**src/rtl/uart8_tx_queue.sv**
```systemverilog
// uart8_tx_queue: byte FIFO and launch sequencer feeding a UART tx port.
// Each txStart is held until the slower transmitter reports busy.
module uart8_tx_queue #(
  parameter int DEPTH_LOG2 = 4
) (
  input  logic                  clk,
  input  logic                  reset,
  input  logic                  en,
  input  logic                  wrEn,
  input  logic [7:0]            wrData,
  output logic                  full,
  output logic                  empty,
  output logic [DEPTH_LOG2:0]   count,
  output logic                  overflow,
  input  logic                  ovfClr,
  output logic                  idle,
  output logic [15:0]           sentCount,
  output logic                  txStart,
  output logic [7:0]            txIn,
  input  logic                  txBusy
);

  localparam int DEPTH = 1 << DEPTH_LOG2;
  localparam int CW = DEPTH_LOG2 + 1;
  localparam logic [CW-1:0] CMAX = CW'(DEPTH);
  localparam logic [CW-1:0] CONE = CW'(1);
  localparam logic [DEPTH_LOG2-1:0] PONE = DEPTH_LOG2'(1);

  typedef enum logic [1:0] {
    IDLE,
    START,
    WAIT
  } stateT;

  stateT state;

  logic [7:0]            mem [DEPTH];
  logic [DEPTH_LOG2-1:0] wrPtr;
  logic [DEPTH_LOG2-1:0] rdPtr;
  logic [CW-1:0]         countNext;
  logic                  pop;
  logic                  wrOk;
  logic                  drop;

  // A pop frees a slot in the same cycle, so a write to a full queue can still land
  assign pop  = (state == IDLE) && en && !empty;
  assign wrOk = wrEn && (!full || pop);
  assign drop = wrEn && !wrOk;
  assign idle = (state == IDLE) && empty;

  // Next occupancy from the accepted write and the pop of this cycle
  always_comb begin
    countNext = count;
    if (wrOk && !pop) begin
      countNext = count + CONE;
    end else if (pop && !wrOk) begin
      countNext = count - CONE;
    end
  end

  // Storage array; contents are don't-care while not counted
  always_ff @(posedge clk) begin
    if (wrOk) begin
      mem[wrPtr] <= wrData;
    end
  end

  // Pointers, occupancy flags and the sticky overflow bit
  always_ff @(posedge clk) begin
    if (reset) begin
      wrPtr    <= '0;
      rdPtr    <= '0;
      count    <= '0;
      full     <= 1'b0;
      empty    <= 1'b1;
      overflow <= 1'b0;
    end else begin
      if (wrOk) begin
        wrPtr <= wrPtr + PONE;
      end
      if (pop) begin
        rdPtr <= rdPtr + PONE;
      end
      count <= countNext;
      full  <= (countNext == CMAX);
      empty <= (countNext == '0);
      if (drop) begin
        overflow <= 1'b1;
      end else if (ovfClr) begin
        overflow <= 1'b0;
      end
    end
  end

  // Launch sequencer: pop, hold txStart until busy, then wait for busy to clear
  always_ff @(posedge clk) begin
    if (reset) begin
      state     <= IDLE;
      txStart   <= 1'b0;
      txIn      <= 8'h00;
      sentCount <= 16'd0;
    end else begin
      unique case (state)
        IDLE: begin
          if (pop) begin
            txIn    <= mem[rdPtr];
            txStart <= 1'b1;
            state   <= START;
          end
        end
        START: begin
          if (txBusy) begin
            txStart <= 1'b0;
            state   <= WAIT;
          end
        end
        WAIT: begin
          if (!txBusy) begin
            sentCount <= sentCount + 16'd1;
            state     <= IDLE;
          end
        end
        default: begin
          txStart <= 1'b0;
          state   <= IDLE;
        end
      endcase
    end
  end

endmodule

```
**config.mk**
```make
export PLATFORM = sky130hd
export DESIGN_NAME = uart8_tx_queue
export DESIGN_NICKNAME = d
export VERILOG_FILES = /design/src/rtl/uart8_tx_queue.sv
export SDC_FILE = /design/constraint.sdc
export NUM_CORES = 1
export LEC_CHECK = 0
export BUFFER_PORTS_ARGS = -buffer_cell sky130_fd_sc_hd__buf_2
export CAP_MARGIN = 20
export CORE_MARGIN = 4
export CORE_UTILIZATION = 30
export DETAILED_ROUTE_END_ITERATION = 8
export HOLD_SLACK_MARGIN = 0.1
export SYNTH_ARGS = -nofsm -noshare
export SYNTH_HDL_FRONTEND = slang
export SYNTH_SLANG_ARGS = --single-unit
export TNS_END_PERCENT = 30
```
**constraint.sdc**
```tcl
create_clock -name clk -period 2.4 [get_ports clk]
set_clock_uncertainty 0.05 [all_clocks]
set_input_delay 0.36 -clock clk [delete_from_list [all_inputs] [get_ports clk]]
set_output_delay 0.36 -clock clk [all_outputs]
set_load 0.02 [all_outputs]
```
==> results.sh <==
export IMPL_startpoint_type="flip-flop"
export IMPL_avgViaCountPerCell=4.995
export IMPL_p_total_mw=6.769
export IMPL_maxSlewViolCount=0
export IMPL_yosys_top_cells_count="edfxtp_1, dfxtp_1, nor2_1"
export IMPL_grt_overflow_total=0
export IMPL_ys_flop_type="edfxtp_1"
export IMPL_hold_violations=0
export IMPL_critical_path_max_stage_delay_ps=590
export IMPL_critPathArrivalTime_ps=2300
export IMPL_syn_nets=475
export IMPL_async_flop_share_pct=0
export IMPL_critPathSlowestCell="or4b_4"
export IMPL_postCtsHoldBufs=0
export IMPL_n_antenna_cell=0
export IMPL_post_cts_buffers=0
export IMPL_worst_slew_pin_slew_ps=757.6
export IMPL_cts_root_buf="clkbuf_16"
export IMPL_max_cap_violations=0
export IMPL_path_class="flip-flop to flip-flop"
export IMPL_path_max_fanout=9
export IMPL_clock_latency_ps=430
export IMPL_synth_largest_area_cell="edfxtp_1"
export IMPL_synth_cells=453
export IMPL_seq_area_frac_synth_pct=67.54
export IMPL_syn_area_per_cell_um2=15.38
export IMPL_fillCellCount=2161
export IMPL_crit_chain="or4b_4 > a21boi_4 > nand2_1 > nor3_1 > buf_4"
export IMPL_wl_per_cell_um=18.47
export IMPL_ant_nets=0
export IMPL_drt_pre_antenna_iters=5
export IMPL_layout_cells_non_filler=812
export IMPL_power_leakage_nw=2.796
export IMPL_ys_ff_latch=171
export IMPL_hpwl_um=10020
export IMPL_gp_congestion=0.7487
export IMPL_synth_distinct_cells=48
export IMPL_finalCritPeriodShare_pct=92.14
export IMPL_cts_buffer_depth=2
export IMPL_fmax_mhz=452.2
export IMPL_path_clk_slew_ps=70
export IMPL_grt_pass1_wl_um=23780
export IMPL_slew_headroom_pct=49.30
export IMPL_grt_pass1_vias=4101
export IMPL_rows=55
export IMPL_area_growth_pct=17.33
export IMPL_p_per_area_nw_per_um2=828.3
export IMPL_drtIter0Drc=357
export IMPL_start_util_pct=30.67
export IMPL_grt_max_degree=36
export IMPL_place_inst=780
export IMPL_dieArea_um2=25720
export IMPL_antenna_found_initial=0
export IMPL_cp_required_ps=2490
export IMPL_min_period_ps=2211
export IMPL_finalWorstSetupSlack_ps=188.7
export IMPL_hold_path_class="input pin to flip-flop"
export IMPL_routed_wl_um=15000
export IMPL_synth_top_area_share_pct=55.18
export IMPL_status="complete, no violations"
export IMPL_yosysMostFrequentCell="edfxtp_1"
export IMPL_rsz0062_at_grt="false"
export IMPL_h_tree_depth=4
export IMPL_setup_viol=0
export IMPL_synth_area_um2=6965
export IMPL_die_y_um=160.4
export IMPL_num_io_pins=48
export IMPL_num_vias=4056
export IMPL_dpl_instance_area_um2=7614
export IMPL_cts_resized=0
export IMPL_clock_sinks=171
export IMPL_synth_edff_count=128
export IMPL_yosysWarnings=0
export IMPL_die_w_um=160.4
export IMPL_post_place_ws_ps=223.8
export IMPL_grt_usage_pct=12.05
export IMPL_portBuffers=47
export IMPL_fin_area_um2=8173
export IMPL_layout_drive_gt1_share_pct=26.57
export IMPL_cts_buffers_inserted=17
export IMPL_max_vdd_ir_drop_mv=0.4724
export IMPL_synth_area_leaders="edfxtp_1, dfxtp_1, mux4_2"
export IMPL_cts_tree="built"
export IMPL_nets=536
export IMPL_endpoint_kind="flip-flop"
export IMPL_coreArea_um2=22710
export IMPL_route_detailed_drc=0
[cells by family (layout without fill, tap and decap cells)]
kind of cell	count (synthesis)	after routing	share of synthesized area [%]
flops	171	171	67.54
simple gates	116	116	8.838
compound gates	67	67	6.449
mux	37	37	11.07
buf+inv	37	111	2.533
xor+xnor	17	17	2.138
fa+ha+maj	8	8	1.437
[worst max-delay path: cells and delay by family (launching register included)]
kind	cells	cell delay [ps]
buffers and inverters	1	200
and+or+nand+nor	3	980
AOI/OAI and AO/OA	1	290
DFF	1	400
[metal layers]
| layer | vias to the layer above | global-route usage (%) | wire length [µm] |
|---|---|---|---|
| met3 | 11 | 3.618 | 1067 |
| li1 | 1867 | - | - |
| met4 | 0 | 3.285 | 172 |
| met2 | 148 | 18.34 | 6973 |
| met5 | - | 0 | 0 |
| met1 | 2030 | 16.88 | 6786 |
[cell type report]
class                           instances  area, µm²  area share, %
Tap cell                              285      356.6          4.363
Timing Repair Buffer                   70      432.9          5.297
Sequential cell                       171       4706          57.58
Clock inverter                         15      133.9          1.638
Clock buffer                           17      425.4          5.205
Inverter                                9      33.78         0.4133
Multi-Input combinational cell        245       2085          25.51
[registers in the layout, summed over array words and instances (netlist names)]
signal,flops
rdPtr,4
count,5
wrPtr,4
sentCount,16
empty,1
txIn,8
mem,128
full,1
txStart,1
overflow,1
state,2
[cell usage in the layout, fill, tap and decap left out, drive strengths merged, types with 17 or more instances in the layout]
cell type | Yosys | routed
inv | 9 | 17
nand2 | 21 | 21
buf | 16 | 70
nor2 | 37 | 37
edfxtp | 128 | 128
clkbuf | 12 | 17
a21oi | 21 | 21
dfxtp | 43 | 43
mux4 | 32 | 32
[metrics by stage]
stage	utilization, %	hold WS [ps]	TNS, ps
3_5_place_dp	33.53	394.6	0
3_3_place_gp	33.53	397.0	0
5_1_grt	35.99	197.4	0
4_1_cts	35.99	181.3	0
6_report	35.99	205.6	0
2_1_floorplan	-	408.9	-1163
[report_power, final]
group	total, mW	internal [mW]	switching [mW]
logic	0.870	0.373	0.497
registers	3.32	3.26	0.0612
clock network	2.58	1.36	1.21
[final timing paths]
| check | from | to | slack (ps) | cells past startpoint |
|---|---|---|---|---|
| worst max-delay path | state[1]$_SDFFE_PP0P_ | mem[2][5]$_DFFE_PP_ | 190 | 5 |
| worst min-delay path | ovfClr | overflow$_SDFFE_PP0P_ | 210 | 4 |
| worst max register to register | state[1]$_SDFFE_PP0P_ | mem[2][5]$_DFFE_PP_ | 190 | 5 |
| worst min register to register | txIn[4]$_SDFFE_PP0P_ | txIn[4]$_SDFFE_PP0P_ | 410 | 2 |
(Power assumes the default switching activity.)
